$ cat src/rtl/fetch_ctrl_pkg.sv
// Shared definitions for the fetch/branch-resolution stage: FSM states,
// branch condition encodings and the assembler-generated target table.
package fetch_ctrl_pkg;

  typedef enum logic [1:0] {
    kIDLE = 2'd0,
    kRUN  = 2'd1,
    kDONE = 2'd2
  } fetch_state_e;

  localparam logic [1:0] kBR_ALWAYS = 2'b00;
  localparam logic [1:0] kBR_EQ     = 2'b01;
  localparam logic [1:0] kBR_NE     = 2'b10;
  localparam logic [1:0] kBR_LT     = 2'b11;

  // Populated branch targets; indices at or beyond kNumTargets read as 0.
  // Entries are stored wide and truncated to the PC width at lookup.
  localparam int kNumTargets = 8;
  localparam logic [15:0] kBranchTargets [kNumTargets] = '{
    16'd20, 16'd40, 16'd100, 16'd7, 16'd1023, 16'd512, 16'd3, 16'd300
  };

endpackage

$ cat src/rtl/fetch_ctrl_branch_lut.sv
// Combinational branch-target lookup: TargetIdx -> program address.
module branch_lut
  import fetch_ctrl_pkg::*;
#(
  parameter int PC_W  = 10,
  parameter int LUT_W = 5
) (
  input  logic [LUT_W-1:0] target_idx,
  output logic [PC_W-1:0]  target
);

  // Match the index against each populated entry; unpopulated indices give 0.
  always_comb begin
    target = '0;
    for (int i = 0; i < kNumTargets; i++) begin
      if (target_idx == LUT_W'(i)) target = PC_W'(kBranchTargets[i]);
    end
  end

endmodule

$ cat src/rtl/fetch_ctrl.sv
// Program counter, flag capture and branch resolution, plus the
// program-level start/halt handshake.
//   state | meaning
//   IDLE  | waiting for first Start after reset
//   RUN   | fetching/executing at ProgCtr
//   DONE  | halted, ProgCtr holds halt address, waiting for Start
module fetch_ctrl
  import fetch_ctrl_pkg::*;
#(
  parameter int PC_W  = 10,
  parameter int LUT_W = 5
) (
  input  logic             Clk,
  input  logic             Reset,
  input  logic             Start,
  input  logic             Stall,
  input  logic             Halt,
  input  logic             CmpEn,
  input  logic             ZeroIn,
  input  logic             NegIn,
  input  logic             BranchEn,
  input  logic [1:0]       BranchCond,
  input  logic [LUT_W-1:0] TargetIdx,
  output logic [PC_W-1:0]  ProgCtr,
  output logic             Fetch,
  output logic             Taken,
  output logic             FlagZ,
  output logic             FlagN,
  output logic             Done
);

  fetch_state_e state;
  logic [PC_W-1:0] target;
  logic cond_true;

  branch_lut #(.PC_W(PC_W), .LUT_W(LUT_W)) u_lut (
    .target_idx (TargetIdx),
    .target     (target)
  );

  // Branch condition evaluated against the registered flags only.
  always_comb begin
    cond_true = 1'b0;
    unique case (BranchCond)
      kBR_ALWAYS: cond_true = 1'b1;
      kBR_EQ:     cond_true = FlagZ;
      kBR_NE:     cond_true = ~FlagZ;
      kBR_LT:     cond_true = FlagN;
      default:    cond_true = 1'b0;
    endcase
  end

  // Status outputs decoded directly from state; stall and halt suppress a branch.
  always_comb begin
    Fetch = (state == kRUN);
    Done  = (state == kDONE);
    Taken = (state == kRUN) && !Stall && !Halt && BranchEn && cond_true;
  end

  // FSM with PC and flag registers.
  always_ff @(posedge Clk or posedge Reset) begin
    if (Reset) begin
      state   <= kIDLE;
      ProgCtr <= '0;
      FlagZ   <= 1'b0;
      FlagN   <= 1'b0;
    end else begin
      unique case (state)
        kIDLE, kDONE: begin
          if (Start) begin
            state   <= kRUN;
            ProgCtr <= '0;
            FlagZ   <= 1'b0;
            FlagN   <= 1'b0;
          end
        end
        kRUN: begin
          if (!Stall) begin
            if (Halt) begin
              state <= kDONE;
            end else begin
              if (CmpEn) begin
                FlagZ <= ZeroIn;
                FlagN <= NegIn;
              end
              ProgCtr <= Taken ? target : ProgCtr + PC_W'(1);
            end
          end
        end
        default: state <= kIDLE;
      endcase
    end
  end

endmodule

$ cat config.mk
export PLATFORM = sky130hd
export DESIGN_NAME = fetch_ctrl
export DESIGN_NICKNAME = d
export VERILOG_FILES = /design/src/rtl/fetch_ctrl_pkg.sv /design/src/rtl/fetch_ctrl_branch_lut.sv /design/src/rtl/fetch_ctrl.sv
export SDC_FILE = /design/constraint.sdc
export NUM_CORES = 1
export LEC_CHECK = 0
export CAP_MARGIN = 10
export CORE_MARGIN = 3
export CORE_UTILIZATION = 45
export DETAILED_ROUTE_END_ITERATION = 10
export PLACE_DENSITY_LB_ADDON = 0.15
export REMOVE_ABC_BUFFERS = 1
export SYNTH_ARGS = -nofsm -noshare
export SYNTH_HDL_FRONTEND = slang
export SYNTH_SLANG_ARGS = --single-unit
$ cat constraint.sdc
create_clock -name Clk -period 2.4 [get_ports Clk]
set_input_delay 0.48 -clock Clk [delete_from_list [all_inputs] [get_ports Clk]]
set_output_delay 0.48 -clock Clk [all_outputs]
set_load 0.01 [all_outputs]
==> metrics.md <==
| Metric | Value |
|---|---|
| Status | completed |
| Final Hold Vio Count | 0 |
| Req. time, crit path | 1.92 ns |
| Total track usage | 0.2216 |
| Warnings, synthesis | 0 |
| Primary FF master, synth | dfrtp_1 |
| Crit path launch type | input pin |
| Crit path time final | 2.287 ns |
| First-pass GRT wire length | 4843 um |
| GP Congestion | 0.8375 |
| Tcrit/Tclk final | 0.9531 |
| Final layout net count | 183 |
| Post-CTS Resized | 1 |
| WL per Instance | 15.68 um |
| Delay-heaviest family, CP | buffers and inverters |
| Crit. End Element | primary output |
| Die height | 55.10 um |
| Routed length on met1 | 1313 um |
| Io pins | 31 |
| Post-synth EDFFs | 0 |
| Post-synthesis sequential area ratio | 0.3230 |
| Total CTS buffers | 3 |
| CTS Hold Buffers Added | 0 |
| TritonCTS clock tree | done |
| Setup CP Type | input pin to primary output |
| Synth Register Bits | 14 |
| Post-Layout Inst Area | 1511 sq um |
| P_leak | 0.6489 nW |
| Worst EP arrival | 1.81 ns |
| Initial drt markers | 34 |
| Synth async-reset ratio | 1.000 |
| Fraction of synthesized area in multiplexers | 0.07497 |
| Worst slew pin tran | 0.5549 ns |
| RSZ-0062 raised after global routing | no |
| Post-synthesis simple-gate area fraction | 0.2480 |
| Max clock buf depth | 2 |
| Share of layout cells above drive strength 1 | 0.1333 |
| Highest Clock Rate | 0.4372 GHz |
| Final setup vio count | 0 |
| XOR/XNOR share of the synthesized area | 0.03691 |
| Compound-Gate Fraction of Synth Area | 0.2261 |
| Maximum VDD drop | 0.4315 mV |
| Initial antenna violation count | 0 |
| Vias | 1123 |
| Overall routed net length | 3026 um |
| Core Area | 2255 sq um |
| Max FO, Critical Path | 2 |
| Syn avg cell area | 8.609 sq um |
| Die W | 55.10 um |
| # DRC | 0 |
| DP Wirelength | 2287 um |
| Pwr dens | 603.6 nW/um^2 |
| Max-slew violations | 0 |
| Clk_skew | 0.006059 ns |
| Instance count of the mapped netlist | 126 |
| Post-Synth Adder-Cell Area | 0.01153 |
| Cell chain of the critical path | clkdlybuf4s50_1, or4b_4, nor2_1, dlygate4sd2_1 |
| CP Buf/Inv Count | 2 |
| Largest net degree at the start of global routing | 21 |
| First-pass iteration count of the detailed router | 4 |
| Crit-path slowest cell | or4b_4 |
| Number of core rows | 17 |
| Vias/cell | 5.819 |
| Die Area | 3036 sq um |
| Clock Tree Root | clkbuf_4 |
| N_diodes | 0 |
| # Max-Cap Violations | 0 |
| Sink Count | 14 |
| Hold Slack | 0.5339 ns |
| Starting density of the core | 0.4811 |
| HP Class | input pin to async pin |
| P&R area growth vs syn | 39.33% |
| H-tree levels | 1 |
| Port bufs | 30 |
| Largest family of logic cells by synthesized area | simple AND/OR/NAND/NOR gates |
| Area after DPL | 1476 sq um |
| Setup TNS | 0 ns |
| Remaining global-route overflow | 0 |
| Critical Path Max Stage Delay | 0.53 ns |
| Insertion delay to the later sink of the worst-skew pair | 0.29 ns |
| Antenna-violating nets left | 0 |
| WL met3 | 148 um |
| Worst-path clk slew | 0.10 ns |
| Slew headroom | 0.6296 |
| Top sig layer | met4 |
| DR WL met2 | 1502 um |
| Power Total | 0.9124 mW |
| Cell Area, Synth | 1085 sq um |
| Post-CTS Setup Bufs | 0 |
| Vias in the first global route | 1078 |
| Netlist cell types | 43 |
## cell usage after synthesis, drive strengths merged (2+ instances only)
master   count  area share
nand3        4       0.018
o21ai        4       0.018
nor3         5       0.023
a22o         4       0.032
or4          2       0.014
nor2b        3       0.017
or4b         2       0.022
o2111ai      2       0.016
a21oi        3       0.014
or2          3       0.017
xnor2        2       0.016
or3          2       0.012
o41ai        2       0.016
a31oi        4       0.023
nor2         5       0.017
a41oi        2       0.016
and2b        2       0.014
nand2        8       0.028
dfrtp       14        0.32
buf          6       0.028
nand4        2       0.012
nor3b        2       0.018
inv         14       0.048
mux2i        7       0.065
o22ai        5       0.029
a2111oi      2       0.016
## final timing paths
kind | from | endpoint | slack (ns) | depth (start not counted)
worst min-delay path | Reset | FlagZ | 0.53 | 2
max in group asynchronous | Reset | ProgCtr[4] | 1.50 | 2
worst min register to register | ProgCtr[9] | ProgCtr[9] | 0.57 | 2
min in group Clk | ProgCtr[9] | ProgCtr[9] | 0.57 | 2
worst max-delay path | Stall | Taken | 0.11 | 4
worst max register to register | state[1] | ProgCtr[3] | 0.44 | 6
## flip-flops by register name, summed over array words and instances, names as in the netlist
name     flops
ProgCtr     10
state        2
FlagN        1
FlagZ        1
## power by group
group	internal, mW	switching, mW
combinational	0.222	0.181
sequential	0.275	0.0547
clock	0.0925	0.0876
## through the flow
step                cells  utilization  setup WS (ns)
floorplan             119            -         0.5472
detailed placement    189       0.6548        -0.1822
finish                193       0.6704         0.1125
global placement      189       0.6548        -0.1526
global route          193       0.6704        0.03931
CTS                   193       0.6704         0.1003
## logic make-up (layout without fill, tap and decap cells)
kind of cell | after synthesis | after routing
adders and majority gates | 1 | 1
AOI/OAI and AO/OA | 34 | 34
xor gates and xnor gates | 3 | 3
and+or+nand+nor | 45 | 45
DFF | 14 | 14
muxes | 8 | 8
buffers and inverters | 21 | 60
## cell type report
type	instances	area [sq um]
fill	212	743.2
inverter	14	52.55
timing repair buffer	42	389.1
clock buffer	4	36.28
tap	28	35.03
multi-input combinational	91	648.1
sequential	14	350.3
## cells in the final DEF, fill, tap and decap left out, types with 2 or more instances in the layout
master,n
a2111oi_0,2
a21oi_1,3
a22o_1,4
a31oi_1,4
a41oi_1,2
and2b_1,2
buf_4,12
clkbuf_4,3
clkdlybuf4s50_1,29
dfrtp_1,14
inv_1,14
mux2i_1,7
nand2_1,8
nand3_1,4
nand4_1,2
nor2_1,5
nor2b_1,3
nor3_1,5
o2111ai_1,2
o21ai_0,4
o22ai_1,5
o41ai_1,2
or2_2,3
or3_1,2
or4_1,2
xnor2_1,2
## metal layers
| metal | global-route usage | vias up |
|---|---|---|
| met3 | 0.02413 | 7 |
| met5 | 0 | - |
| li1 | - | 553 |
| met2 | 0.3819 | 40 |
| met4 | 0.09717 | 0 |
| met1 | 0.2766 | 523 |
Note: power is estimated with default switching activity, not from simulation.
